$ cat src/rtl/dac_spi_pkg.sv
// Shared types and constants for the multi-lane AD5791-class SPI DAC driver.
// The frame FSM states, the DAC command codes and the default frame geometry.
package dac_spi_pkg;

    typedef enum logic [1:0] {
        ST_IDLE  = 2'd0,
        ST_LOAD  = 2'd1,
        ST_SHIFT = 2'd2,
        ST_GAP   = 2'd3
    } state_t;

    localparam logic [3:0] CMD_WR_DAC  = 4'b0001;
    localparam logic [3:0] CMD_WR_CTRL = 4'b0010;

    localparam int DEF_FRAME_BITS = 24;
    localparam int DEF_DATA_BITS  = 20;

endpackage

$ cat src/rtl/dac_spi_lane.sv
// One SPI data lane: a FRAME_BITS shift register loaded in parallel, shifted MSB first.
// Load and shift strobes come from the shared timing FSM in the top module.
module dac_spi_lane #(
    parameter int FRAME_BITS = 24
) (
    input  logic                  a_clk,
    input  logic                  reset,
    input  logic                  load,
    input  logic                  shift,
    input  logic [FRAME_BITS-1:0] word,
    output logic                  msb
);

    logic [FRAME_BITS-1:0] shreg;

    always_ff @(posedge a_clk) begin
        if (reset) begin
            shreg <= '0;
        end else if (load) begin
            shreg <= word;
        end else if (shift) begin
            shreg <= {shreg[FRAME_BITS-2:0], 1'b0};
        end
    end

    assign msb = shreg[FRAME_BITS-1];

endmodule

$ cat src/rtl/axis_dac_spi_multi.sv
// N-lane serial DAC driver: streams AXIS setpoints or per-axis config words to
// parallel SPI lanes sharing SCLK/SYNC, suppressing frames with unchanged data.
module axis_dac_spi_multi
    import dac_spi_pkg::*;
#(
    parameter int NUM_CH     = 4,
    parameter int DATA_BITS  = DEF_DATA_BITS,
    parameter int FRAME_BITS = DEF_FRAME_BITS,
    parameter int SCLK_HALF  = 2,
    parameter int SYNC_GAP   = 4,
    parameter int AXIS_W     = (NUM_CH > 1) ? $clog2(NUM_CH) : 1
) (
    input  logic                  a_clk,
    input  logic                  reset,
    input  logic [32*NUM_CH-1:0]  S_AXIS_tdata,
    input  logic [NUM_CH-1:0]     S_AXIS_tvalid,
    input  logic [31:0]           S_AXISCFG_tdata,
    input  logic                  S_AXISCFG_tvalid,
    input  logic                  configuration_mode,
    input  logic [AXIS_W-1:0]     configuration_axis,
    input  logic                  configuration_send,
    output logic                  dac_sclk,
    output logic                  dac_sync_n,
    output logic [NUM_CH-1:0]     dac_sdo,
    output logic                  busy,
    output logic [31:0]           frames_sent
);

    localparam int CMD_W = FRAME_BITS - DATA_BITS;
    localparam int DIV_W = (SCLK_HALF > 1) ? $clog2(SCLK_HALF) : 1;
    localparam int BIT_W = $clog2(FRAME_BITS + 1);
    localparam int GAP_W = $clog2(SYNC_GAP + 1);
    localparam logic [CMD_W-1:0] CMD_STREAM = CMD_W'(CMD_WR_DAC);

    state_t                 state, state_nxt;
    logic [DIV_W-1:0]       div_cnt;
    logic                   sclk_q;
    logic [BIT_W-1:0]       bit_cnt;
    logic [GAP_W-1:0]       gap_cnt;
    logic [31:0]            frame_cnt;

    logic [DATA_BITS-1:0]   code      [NUM_CH];
    logic [DATA_BITS-1:0]   latch     [NUM_CH];
    logic [DATA_BITS-1:0]   sent      [NUM_CH];
    logic [FRAME_BITS-1:0]  cfg       [NUM_CH];
    logic [FRAME_BITS-1:0]  lane_word [NUM_CH];
    logic [NUM_CH-1:0]      pending;
    logic [NUM_CH-1:0]      lane_msb;
    logic                   cfg_req;
    logic                   send_q;

    logic half_done, sclk_rise, sclk_fall, last_fall, gap_done, send_edge;
    logic start_cfg, start_stream, lane_load, lane_shift, frame_active;
    logic unused_bits;

    assign half_done = (div_cnt == DIV_W'(SCLK_HALF - 1));
    assign sclk_rise = (state == ST_SHIFT) && half_done && !sclk_q;
    assign sclk_fall = (state == ST_SHIFT) && half_done && sclk_q;
    assign last_fall = sclk_fall && (bit_cnt == BIT_W'(FRAME_BITS - 1));
    assign gap_done  = (gap_cnt == GAP_W'(SYNC_GAP - 1));
    assign send_edge = configuration_send && !send_q;

    // The MSB is already on the lane from LOAD, so the first SCLK rise must not
    // shift; every later rise advances one bit ahead of the DAC's falling-edge sample.
    assign lane_load  = start_cfg || start_stream;
    assign lane_shift = sclk_rise && (bit_cnt != '0);

    always_ff @(posedge a_clk) begin
        if (reset) begin
            state <= ST_IDLE;
        end else begin
            state <= state_nxt;
        end
    end

    always_comb begin
        // NOTE: every output of this block gets a default first, so no path can infer a latch.
        state_nxt    = state;
        start_cfg    = 1'b0;
        start_stream = 1'b0;
        unique case (state)
            ST_IDLE: begin
                if (cfg_req) begin
                    start_cfg = 1'b1;
                    state_nxt = ST_LOAD;
                end else if (!configuration_mode && (pending != '0)) begin
                    start_stream = 1'b1;
                    state_nxt    = ST_LOAD;
                end
            end
            ST_LOAD:  state_nxt = ST_SHIFT;
            ST_SHIFT: if (last_fall) state_nxt = ST_GAP;
            ST_GAP:   if (gap_done)  state_nxt = ST_IDLE;
            default:  state_nxt = ST_IDLE;
        endcase
    end

    // SCLK divider, bit counter, SYNC gap timer and completed-frame counter.
    always_ff @(posedge a_clk) begin
        if (reset) begin
            div_cnt   <= '0;
            sclk_q    <= 1'b0;
            bit_cnt   <= '0;
            gap_cnt   <= '0;
            frame_cnt <= '0;
        end else begin
            if (state != ST_SHIFT) begin
                div_cnt <= '0;
                sclk_q  <= 1'b0;
                bit_cnt <= '0;
            end else begin
                div_cnt <= half_done ? '0 : div_cnt + 1'b1;
                if (half_done) sclk_q <= !sclk_q;
                if (sclk_fall) bit_cnt <= bit_cnt + 1'b1;
            end
            gap_cnt <= (state == ST_GAP) ? gap_cnt + 1'b1 : '0;
            if (last_fall) frame_cnt <= frame_cnt + 32'd1;
        end
    end

    always_ff @(posedge a_clk) begin
        if (reset) begin
            // NOTE: the per-lane arrays are only NUM_CH registers each, so they are
            // reset explicitly and a fresh start never replays stale codes.
            for (int k = 0; k < NUM_CH; k++) begin
                latch[k] <= '0;
                sent[k]  <= '0;
                cfg[k]   <= '0;
            end
            pending <= '0;
            cfg_req <= 1'b0;
            send_q  <= 1'b0;
        end else begin
            send_q <= configuration_send;
            if (send_edge && configuration_mode) begin
                cfg_req <= 1'b1;
            end else if (start_cfg) begin
                cfg_req <= 1'b0;
            end

            for (int k = 0; k < NUM_CH; k++) begin
                if (S_AXIS_tvalid[k]) latch[k] <= code[k];
                // A sample arriving in the launch cycle survives only if it differs
                // from the code being loaded into the frame.
                if (start_stream) begin
                    sent[k]    <= latch[k];
                    pending[k] <= S_AXIS_tvalid[k] && (code[k] != latch[k]);
                end else if (S_AXIS_tvalid[k] && (code[k] != sent[k])) begin
                    pending[k] <= 1'b1;
                end
                if (configuration_mode && S_AXISCFG_tvalid &&
                    (configuration_axis == AXIS_W'(k))) begin
                    cfg[k] <= S_AXISCFG_tdata[FRAME_BITS-1:0];
                end
            end
        end
    end

    assign frame_active = (state == ST_LOAD) || (state == ST_SHIFT);

    for (genvar k = 0; k < NUM_CH; k++) begin : g_lane
        assign code[k]      = S_AXIS_tdata[32*k+31 -: DATA_BITS];
        assign lane_word[k] = start_cfg ? cfg[k] : {CMD_STREAM, latch[k]};

        dac_spi_lane #(
            .FRAME_BITS (FRAME_BITS)
        ) u_lane (
            .a_clk (a_clk),
            .reset (reset),
            .load  (lane_load),
            .shift (lane_shift),
            .word  (lane_word[k]),
            .msb   (lane_msb[k])
        );

        assign dac_sdo[k] = frame_active && lane_msb[k];
    end

    assign dac_sclk    = sclk_q;
    assign dac_sync_n  = !frame_active;
    assign busy        = (state != ST_IDLE);
    assign frames_sent = frame_cnt;
    assign unused_bits = ^{S_AXIS_tdata, S_AXISCFG_tdata};

endmodule

$ cat config.mk
export PLATFORM = sky130hd
export DESIGN_NAME = axis_dac_spi_multi
export DESIGN_NICKNAME = d
export VERILOG_FILES = /design/src/rtl/dac_spi_pkg.sv /design/src/rtl/dac_spi_lane.sv /design/src/rtl/axis_dac_spi_multi.sv
export SDC_FILE = /design/constraint.sdc
export NUM_CORES = 1
export LEC_CHECK = 0
export BUFFER_PORTS_ARGS = -buffer_cell sky130_fd_sc_hd__buf_2
export CAP_MARGIN = 40
export CORE_ASPECT_RATIO = 2
export CORE_MARGIN = 2
export CORE_UTILIZATION = 32
export CTS_BUF_LIST = sky130_fd_sc_hd__clkbuf_16
export DETAILED_ROUTE_END_ITERATION = 10
export GPL_TIMING_DRIVEN = 0
export HOLD_SLACK_MARGIN = 0.15
export MAX_ROUTING_LAYER = met4
export SYNTH_ARGS = -nofsm -noshare
export SYNTH_HDL_FRONTEND = slang
export SYNTH_SLANG_ARGS = --single-unit
$ cat constraint.sdc
create_clock -name a_clk -period 9.45 [get_ports a_clk]
set_clock_uncertainty 0.2 [all_clocks]
set_input_delay 0.945 -clock a_clk [delete_from_list [all_inputs] [get_ports a_clk]]
set_output_delay 0.945 -clock a_clk [all_outputs]
set_load 0.02 [all_outputs]
# == Word level (Yosys, flattened, before mapping) ==
# Memory sizes are Yosys's and may differ from the RTL's.
# Cells that the tools add are included.
# op_classes
n_addsub,4
multipliers,0
n_div,0
order_cmp,0
eq_ne,20
shift,0
mux,73
n_bitwise,13
reduce_logical,46
# op_table
op,n
$mux W24,16
$mux W20,8
$ne A20 B20 Y1,8
$mux W1,44
$add A32 B1 Y32 const B,1
$logic_and A1 B1 Y1,25
$reduce_bool A2 Y1,7
$or A1 B1 Y1,12
$eq A2 B2 Y1 const B,4
$mux W2,4
$pmux W2 S4,1
$ne A2 B2 Y1 const B,3
$add A5 B1 Y5 const B,1
$eq A5 B5 Y1 const B,1
$reduce_bool A5 Y1,1
$eq A2 B1 Y1 const B,2
$logic_not A1 Y1,4
$logic_not A2 Y1,2
$reduce_bool A4 Y1,1
$reduce_or A2 Y1,2
$add A3 B1 Y3 const B,1
$eq A3 B2 Y1 const B,1
$ne A3 B3 Y1 const B,1
$reduce_and A3 Y1,1
other kinds (4),5
# totals
register_bits,146
latch_bits,0
ramBits,256
mem_bits_ro,0
output_inout_bits,39
mem_count,3
# memory_table
memory,words,width,rd,rd_ports_with_merged_regs,write_ports,line_no,text
cfg,4,24,4,0,4,axis_dac_spi_multi.sv:45,logic [FRAME_BITS-1:0] cfg [NUM_CH];
latch,4,20,4,0,4,axis_dac_spi_multi.sv:43,logic [DATA_BITS-1:0] latch [NUM_CH];
sent,4,20,4,0,4,axis_dac_spi_multi.sv:44,logic [DATA_BITS-1:0] sent [NUM_CH];

# == Logic depth before layout (Yosys ltp) ==
# Gate-level depths: netlist of the first run.
# logic_depth
depth_word,9
mapped_depth,10
ltp_nobuf,7

# == Cells and area by module ==
# Synthesis of the first run repeated with hierarchy kept, for this count alone.
# hier_totals
hier_cells,1574
hier_area_um2,19204.7
# modules_own_cells
module,n_inst,cells_each,area_per_inst_um2,seq_area_each_um2
axis_dac_spi_multi,1,1150,14620.3,8688.3
dac_spi_lane,4,106,1146.1,480.5

# == Worst setup path after synthesis of the first run ==
# OpenSTA, ideal clock, no wires.
# synth_timing
path_kind,input to register
from,input port configuration_mode
to,"memory sent[0][0] (netlist bit), enable pin"
t_arrival_ns,3.642
required_ns,8.809
slack_ns,5.167
cell_stages,5
n_path_buf,2
cell_sequence,clkbuf_1 or3b_2 clkbuf_1 nand2b_1 nand2_1
# synth_lines
item,line_no,text
from (decl),axis_dac_spi_multi.sv:19,"input logic configuration_mode,"
to (decl),axis_dac_spi_multi.sv:44,

==> results of run 1 <==
kinds of logic after synthesis:
family | synth area share, %
and+or+nand+nor | 17.5
DFF | 57.7
AOI/OAI and AO/OA | 12.4
xor gates and xnor gates | 8.72
buffers and inverters | 2.91
adders and majority gates | 0.613
muxes | 0.109
worst max-delay path by stage:
stage                       endpoint  slack, ns  depth (start not counted)
final                     sent[3][1]       5.19                          9
after global routing      sent[3][4]       5.18                          9
after CTS                 sent[3][1]       5.25                          9
after detailed placement  sent[3][1]       4.94                          7
after global placement    sent[1][6]       2.87                          5
after floorplan           sent[0][0]       5.17                          5
sequential cells by signal, summed over array words and instances, names as in the netlist, 2 cells and up:
register and cells:
cfg 96, sent 80, latch 80, frames_sent 32, gap_cnt 3, state 2, g_lane.u_lane.shreg 96, bit_cnt 5
pending 4
layer usage:
metal / wire (um) / vias up / global-route usage (%) / part of all wire [%]
li1: - / 6375 / - / -
met1: 21400 / 6691 / 20.2 / 36
met2: 32400 / 424 / 38.2 / 54
met3: 2650 / 126 / 2.67 / 4.4
met4: 3830 / 0 / 12.3 / 6.3
met5: 0 / - / - / 0
cell type report:
| class | instances | area [um^2] | area share (%) |
|---|---|---|---|
| sequential | 402 | 10600 | 49.5 |
| tap | 756 | 946 | 4.42 |
| clock inverter | 32 | 160 | 0.748 |
| clock buffer | 40 | 1000 | 4.67 |
| multi-input combinational | 1076 | 7260 | 33.9 |
| timing repair buffer | 160 | 881 | 4.11 |
| antenna | 10 | 25.0 | 0.117 |
| buffer | 116 | 445 | 2.08 |
| inverter | 24 | 90.1 | 0.421 |
synth_stat cells, types with 36 or more instances:
| cell | n | area [um^2] |
|---|---|---|
| clkbuf_1 | 111 | 417 |
| a21oi_1 | 45 | 225 |
| and2_1 | 180 | 1130 |
| nor4_1 | 39 | 244 |
| o21ai_0 | 79 | 395 |
| xor2_1 | 138 | 1210 |
| nor2_1 | 75 | 282 |
| a2bb2oi_1 | 51 | 447 |
| dfxtp_1 | 146 | 2920 |
| edfxtp_1 | 256 | 7690 |
| o22ai_1 | 36 | 225 |
| a22o_1 | 67 | 587 |
| nand2_1 | 38 | 143 |
| or4_1 | 43 | 323 |
| and3_1 | 84 | 526 |
| xnor2_1 | 45 | 394 |
where the power goes:
part | internal, mW | total (mW) | leakage [nW] | switching (mW)
logic | 0.370 | 0.977 | 3.81 | 0.607
registers | 2.12 | 2.27 | 3.83 | 0.149
clock network | 0.773 | 1.46 | 0.612 | 0.691
cell usage in the layout, fill, tap and decap left out, types with 40 or more instances in the layout:
| cell | instances |
|---|---|
| nor2_1 | 75 |
| xor2_1 | 138 |
| a2bb2oi_1 | 51 |
| clkbuf_1 | 111 |
| a21oi_1 | 45 |
| xnor2_1 | 45 |
| a22o_1 | 67 |
| and3_1 | 84 |
| clkbuf_16 | 40 |
| o21ai_0 | 75 |
| or4_1 | 43 |
| buf_2 | 153 |
| dfxtp_1 | 146 |
| edfxtp_1 | 256 |
| and2_1 | 180 |
metrics by stage:
stage | total power [mW] | instance area, um^2 | instances
6_report | 4.71 | 21400 | 2616
5_1_grt | 4.89 | 21400 | 2615
4_1_cts | 4.73 | 21400 | 2606
3_5_place_dp | 3.27 | 20200 | 2534
3_3_place_gp | 3.24 | 20100 | 2525
2_1_floorplan | 2.88 | 18400 | 1618
worst max-delay path: stages, from the launching register on:
cell and delay, ns:
dfxtp_1 0.32, inv_1 0.12, ha_1 0.16, clkbuf_1 0.43, or3b_2 0.49, clkbuf_1 0.33
nor2_1 0.36, clkbuf_1 0.78, clkbuf_1 0.66, and3_1 0.27
==> impl_metrics.ini, run 1 <==
[global_routing]
grt_max_degree = 47
antenna_found_initial = 9
grt_pass1_wl_mm = 88.2
grt_pass1_vias = 14000
grt_usage_pct = 20.5
grt_overflow = 0

[clock_network]
clk_pin_slew_ns = 0.06
numCtsBuffers = 39
cts_root_buf = clkbuf_16
clock_sinks = 402
ctsHtreeMaxLevel = 2
cts_resized = 0
cts_tree = done
cts_buffer_depth = 3
cts_setup_buffers = 0
clk_latency_ns = 0.56
cts_hold_buffers = 0

[min_path]
hp-class = flop to flop
hold_end = gap_cnt[0]
holdCritStartpoint = gap_cnt[0]
min_path_cells = 1

[die]
ios = 210
die-area_um2 = 59500
std_cell_rows = 124
start_util_pct = 32.3
die_w_um = 173
die_height_um = 343
core_area_um2 = 56900

[timing]
setup_tns_ns = 0
tightest_slew_ns = 0.991
fmax_mhz = 235
hold-worst-slack_ns = 0.218
setup_violations = 0
setup_slack_ns = 5.19
min_period_ns = 4.26
rsz0062_at_grt = no
drv_slew = 0
layout_worst_path_cycle_share_pct = 45.1
max_slew_margin_pct = 33.9
hold_viol_final = 0

[logic_synthesis]
netlist_instances = 1618
synth-main-ff-cell = edfxtp_1
synth_edf_count = 256
syn-mean-instance-area_um2 = 11.4
yosysWarnings = 0
synth_cell_types = 46
synthesis.nets = 1798
async_flop_share_pct = 0
ys_ff_latch = 402
yosysSeqAreaShare_pct = 57.7
netlist_area_um2 = 18400

[drt]
drc_errors = 0
wl_per_cell_um = 23.0
num_vias = 13600
drtPass1Iterations = 6
vias_per_cell = 5.20
antenna_left = 0
routed_wl_mm = 60.3
drt-initial-drc-count = 977

[setup_path]
critPathArrivalTime_ns = 4.49
worst-path-max-fanout = 10
end_kind = flop
worstRegToRegCells = 9
crit_path_start_kind = flop
crit_start = state[0]
crit_type = flop to flop
r2r-end = sent[3][1]
cp.required_ns = 9.67
ff2ff_setup_slack_ns = 5.19
r2r_start = state[0]

[final_layout]
area_delta_synth_final_pct = 16.6
drive_gt1_share_pct = 12.4
fill_cells = 5620
post-route-util_pct = 37.6
fin_nets = 1999

[placed_design]
dp_slack_ns = 4.94
place_congestion = 0.909
portBuffers = 151
place_hpwl_mm = 45.6

[power_and_ir_drop]
p_leak_nw = 8.25
vdd_drop_max_mv = 0.132
power_density_nw_per_um2 = 220

[flow_run]
drv_cap = 0

[run_status]
status = finished, final reports clean
No activity file was read; power rests on OpenSTA's default activity.
==> inputs of run 2 (changes only) <==
clock period = 4.4 ns   (was 9.45 ns; I/O delays follow)
==> run 2 against run 1 <==
  * Non-clock buffer count grew 97
  * Register-to-register slack worse by 5.0 ns
  * Critical path depth is the same
  * Utilization rose by 1.7 points
  * Sequential share of layout area shrank 2.1 points
  * Clock power rose by 120%
  * Largest cell class unchanged
  * Critical endpoint is now sent[3][4]
==> impl_metrics.ini, run 2 (synthesized netlist as in run 1, its figures left out) <==
[run_status]
status = finished, final reports clean

[clock_network]
numCtsBuffers = 39
ctsHtreeMaxLevel = 2
clock_sinks = 402
cts_resized = 0
clk_pin_slew_ns = 0.07
cts_tree = done
cts_root_buf = clkbuf_16
clk_latency_ns = 0.56
cts_buffer_depth = 3

[placed_design]
place_congestion = 0.909
dp.cells = 2534
portBuffers = 151
place_hpwl_mm = 45.6

[drt]
dr_wl_met3_mm = 2.63
antenna_left = 0
drc_errors = 0
routed_wl_mm = 60.7
wl_per_cell_um = 22.4
drtPass1Iterations = 5
met1_length_mm = 21.6
vias_per_cell = 5.20
top_layer = met4
drt-initial-drc-count = 833
wl_met2_mm = 32.4
num_vias = 14100

[min_path]
hp-class = primary input to flop
holdCritStartpoint = S_AXISCFG_tdata[16]

[die]
start_util_pct = 32.3
core_area_um2 = 56900
std_cell_rows = 124
ios = 210
die_w_um = 173
die_height_um = 343
die-area_um2 = 59500

[final_layout]
fill_cells = 5550
area_delta_synth_final_pct = 21.8
post-route-util_pct = 39.3
reg_top3 = cfg (96), g_lane.u_lane.shreg (96)
fin_nets = 2096
drive_gt1_share_pct = 11.8
multi_input_area_um2 = 7260
final_common_cell = edfxtp_1
final_cells = 2707
register_area_um2 = 10600
layout_common_cells = edfxtp_1, and2_1, buf_2

[setup_path]
crit_type = flop to flop
r2r_start = state[0]
cp.required_ns = 4.62
critPathArrivalTime_ns = 4.47
end_kind = flop
ff2ff_setup_slack_ns = 0.16
worst-path-max-fanout = 10
crit_path_start_kind = flop
crit_start = state[0]

[flow_run]
drv_cap = 0

[timing]
setup_tns_ns = 0
fmax_mhz = 236
layout_worst_path_cycle_share_pct = 96.4
max_slew_margin_pct = 34.5
drv_slew = 0
tightest_slew_ns = 0.982
rsz0062_at_grt = no
hold_viol_final = 0
min_period_ns = 4.24
setup_violations = 0

[global_routing]
grt_usage_pct = 20.7
grt_pass1_vias = 14400
grt_overflow = 0
grt_pass1_wl_mm = 89.3
antenna_found_initial = 3
grt_max_degree = 47

[power_and_ir_drop]
p_leak_nw = 8.65
power_density_nw_per_um2 = 455
finalPower_mw = 10.2
vdd_drop_max_mv = 0.282
-- run 2: per-stage QoR --
stage / cell area (um^2) / hold WS [ns] / worst slack (ns)
6_report: 22400 / 0.170 / 0.157
3_3_place_gp: 20100 / 0.211 / -1.67
4_1_cts: 22400 / 0.154 / 0.200
2_1_floorplan: 18400 / 0.197 / 0.452
3_5_place_dp: 20200 / 0.216 / 0.205
5_1_grt: 22400 / 0.165 / 0.130
-- run 2: area by class of cell --
type / count / area share (%)
multi-input combinational: 1076 / 32.4
timing repair buffer: 257 / 8.28
inverter: 24 / 0.403
buffer: 116 / 1.99
clock buffer: 40 / 4.47
clock inverter: 32 / 0.716
antenna: 4 / 0.0447
sequential: 402 / 47.4
tap: 756 / 4.23
-- run 2: critical path: stages (launching register included) --
cell and delay [ns]:
dfxtp_1 0.32, inv_1 0.12, ha_1 0.16, clkbuf_1 0.45, or3b_2 0.49, clkbuf_1 0.33, nor2_1 0.36, clkbuf_1 0.78
clkbuf_1 0.66, and3_1 0.25
-- run 2: what timing repair did --
| item | CTS | global route |
|---|---|---|
| setup buffers | 0 | 0 |
| hold buffers | 97 | 0 |
| hold endpoints to repair | 130 | 0 |
-- run 2: worst paths after layout --
check | cells past startpoint | endpoint
hold / removal | 2 | cfg[3][16]
hold reg to reg | 1 | gap_cnt[0]
setup / recovery | 9 | sent[3][4]
setup reg to reg | 9 | sent[3][4]
-- run 2: layer usage --
layer / vias up / global-route usage (%)
li1: 6559 / -
met1: 6869 / 20.5
met2: 492 / 38.4
met3: 145 / 2.22
met4: 0 / 12.9
met5: - / -
-- run 2: report_power, final --
| part | internal [mW] | total [mW] | switching, mW | leakage [nW] |
|---|---|---|---|---|
| clock | 1.66 | 3.14 | 1.48 | 0.612 |
| combinational | 0.851 | 2.17 | 1.32 | 4.21 |
| sequential | 4.54 | 4.86 | 0.319 | 3.83 |
| total | 7.06 | 10.2 | 3.12 | 8.65 |
==> inputs of run 3 (changes only) <==
CORE_MARGIN = 4   (was 2)
clock period = 4.35 ns   (was 4.4 ns; I/O delays follow)
==> run 3 against run 2 <==
  * Count of clock-buffer cells in the layout down 1
  * Final area hardly changed
  * Routed wire length decreased by 0.27%
  * Global-route usage is 0.94 points lower
  * Maximum frequency decreased by 0.73%
  * Non-clock buffer count grew 3
  * Die area grew 3.5%
  * Worst hold slack improved by 0.0080 ns
  * Worst setup slack worse by 0.081 ns
  * Combinational power about the same
  * Sequential share of layout area is essentially flat
  * Utilization is 0.13 points lower
  * Critical path type unchanged
  * Critical endpoint is now sent[1][18]
  * Largest cell class unchanged
==> impl_metrics.ini, run 3 (synthesized netlist as in run 1, its figures left out) <==
[run_status]
status = finished, final reports clean

[setup_path]
ff2ff_setup_slack_ns = 0.08
crit_path_start_kind = flop
crit_start = state[0]
critPathArrivalTime_ns = 4.49
worstRegToRegCells = 9
critPathCapture = sent[1][18]
r2r-end = sent[1][18]
crit_type = flop to flop
r2r_start = state[0]
end_kind = flop
cp.required_ns = 4.56
worst-path-max-fanout = 10

[power_and_ir_drop]
p_leak_nw = 8.65
vdd_drop_max_mv = 0.254
seqPwrFrac_pct = 47.9
p_switching_mw = 3.16
clockPowerShare_pct = 30.8
pwr-share-comb_pct = 21.2
netSwitchingFraction_pct = 30.8
p_int_mw = 7.09
power_density_nw_per_um2 = 459

[clock_network]
cts_root_buf = clkbuf_16
cts_resized = 0
clock_sinks = 402
cts_tree = done
clk_pin_slew_ns = 0.07
clk_latency_ns = 0.57
cts_buffer_depth = 3
numCtsBuffers = 37
cts_setup_buffers = 0
ctsHtreeMaxLevel = 2

[global_routing]
grt_use_met2_pct = 35.0
grt_overflow = 0
grt_max_degree = 47
grt_usage_pct = 19.7
antenna_found_initial = 7
grtUsageMet3_pct = 2.69
top_usage_layer = met2
grt_pass1_wl_mm = 89.3
use_met1_pct = 20.0
grt_pass1_vias = 14600

[drt]
vias_per_cell = 5.21
wl_per_cell_um = 22.3
routed_wl_mm = 60.5
antenna_left = 0
num_vias = 14100
drc_errors = 0
drt-initial-drc-count = 954
drtPass1Iterations = 5

[timing]
hold-worst-slack_ns = 0.178
rsz0062_at_grt = no
setup_slack_ns = 0.0761
fmax_mhz = 234
tightest_slew_ns = 0.875
layout_worst_path_cycle_share_pct = 98.2
max_slew_margin_pct = 41.6
hold_viol_final = 0
drv_slew = 0
setup_violations = 0
setup_tns_ns = 0
min_period_ns = 4.27

[placed_design]
place_hpwl_mm = 45.6
dpl_cell_area_um2 = 20200
portBuffers = 151
dp_slack_ns = 0.178
place_congestion = 0.914

[final_layout]
register_area_um2 = 10600
drive_gt1_share_pct = 11.9
area_delta_synth_final_pct = 21.7
final_common_cell = edfxtp_1
layout_common_cells = edfxtp_1, and2_1, buf_2
design_area_um2 = 22400
multi_input_area_um2 = 7260
fin_nets = 2097
post-route-util_pct = 39.2
fill_cells = 5720
reg_top3 = cfg (96), g_lane.u_lane.shreg (96)

[die]
die_w_um = 177
core_area_um2 = 57100
std_cell_rows = 124
ios = 210
start_util_pct = 32.2
die_height_um = 347
die-area_um2 = 61600

[flow_run]
drv_cap = 0

[min_path]
hp-class = primary input to flop
holdCritStartpoint = S_AXISCFG_tdata[9]
[run 3: cell count changes in the layout (fill, tap and decap cells not counted), moves of 2 or more]
cell	delta
clkinv_1	-4
clkinv_2	+4
diode_2	+3
dlygate4sd3_1	+3
inv_1	-3
clkinvlp_4	-2
[run 3: cell type report]
cell class / instances / area share, %
clock buffers: 39 / 4.36
clock inverters: 28 / 0.615
well taps: 756 / 4.23
multi-input cells: 1076 / 32.5
plain buffers: 116 / 1.99
diodes: 7 / 0.0783
flip-flops and latches: 402 / 47.4
repair buffers: 260 / 8.40
inverters: 24 / 0.403
[run 3: critical path, stage by stage, from the launching register on]
cell and delay (ns):
dfxtp_1 0.32, inv_1 0.12, ha_1 0.17, clkbuf_1 0.47, or3b_2 0.49, clkbuf_1 0.34
nor2_1 0.38, clkbuf_1 0.70, clkbuf_1 0.69, and3_1 0.26
[run 3: worst min-delay path by stage]
stage / endpoint / slack [ns] / depth (start not counted)
3_5_place_dp: gap_cnt[0] / 0.21 / 1
5_1_grt: cfg[1][5] / 0.15 / 2
4_1_cts: cfg[2][6] / 0.15 / 2
2_1_floorplan: gap_cnt[0] / 0.20 / 1
3_3_place_gp: gap_cnt[0] / 0.21 / 1
6_report: cfg[1][9] / 0.18 / 2
[run 3: repair_timing]
item | in CTS | in global routing
hold buffers | 99 | 1
endpoints found under the hold margin | 137 | 2
endpoints found under the setup margin | 0 | 0
[run 3: layer usage]
layer	share of wire [%]	up-vias	wire length (um)
li1	-	6561	-
met1	35	6921	21200
met2	52	452	31700
met3	4.9	168	2950
met4	7.8	0	4710
met5	0	-	0
[run 3: power by group through the flow]
stage,Combinational [mW],Sequential [mW],Clock [mW]
after global placement,2.03,4.99,0
after floorplan,1.39,4.87,0
after CTS,2.18,4.91,3.20
final,2.18,4.92,3.16
after detailed placement,2.09,4.99,0
after global routing,2.38,4.96,3.33
[run 3: per-stage QoR]
stage / power [mW] / instances
3_5_place_dp: 7.08 / 2534
6_report: 10.3 / 2708
4_1_cts: 10.3 / 2700
5_1_grt: 10.7 / 2708
3_3_place_gp: 7.02 / 2525
2_1_floorplan: 6.26 / 1618
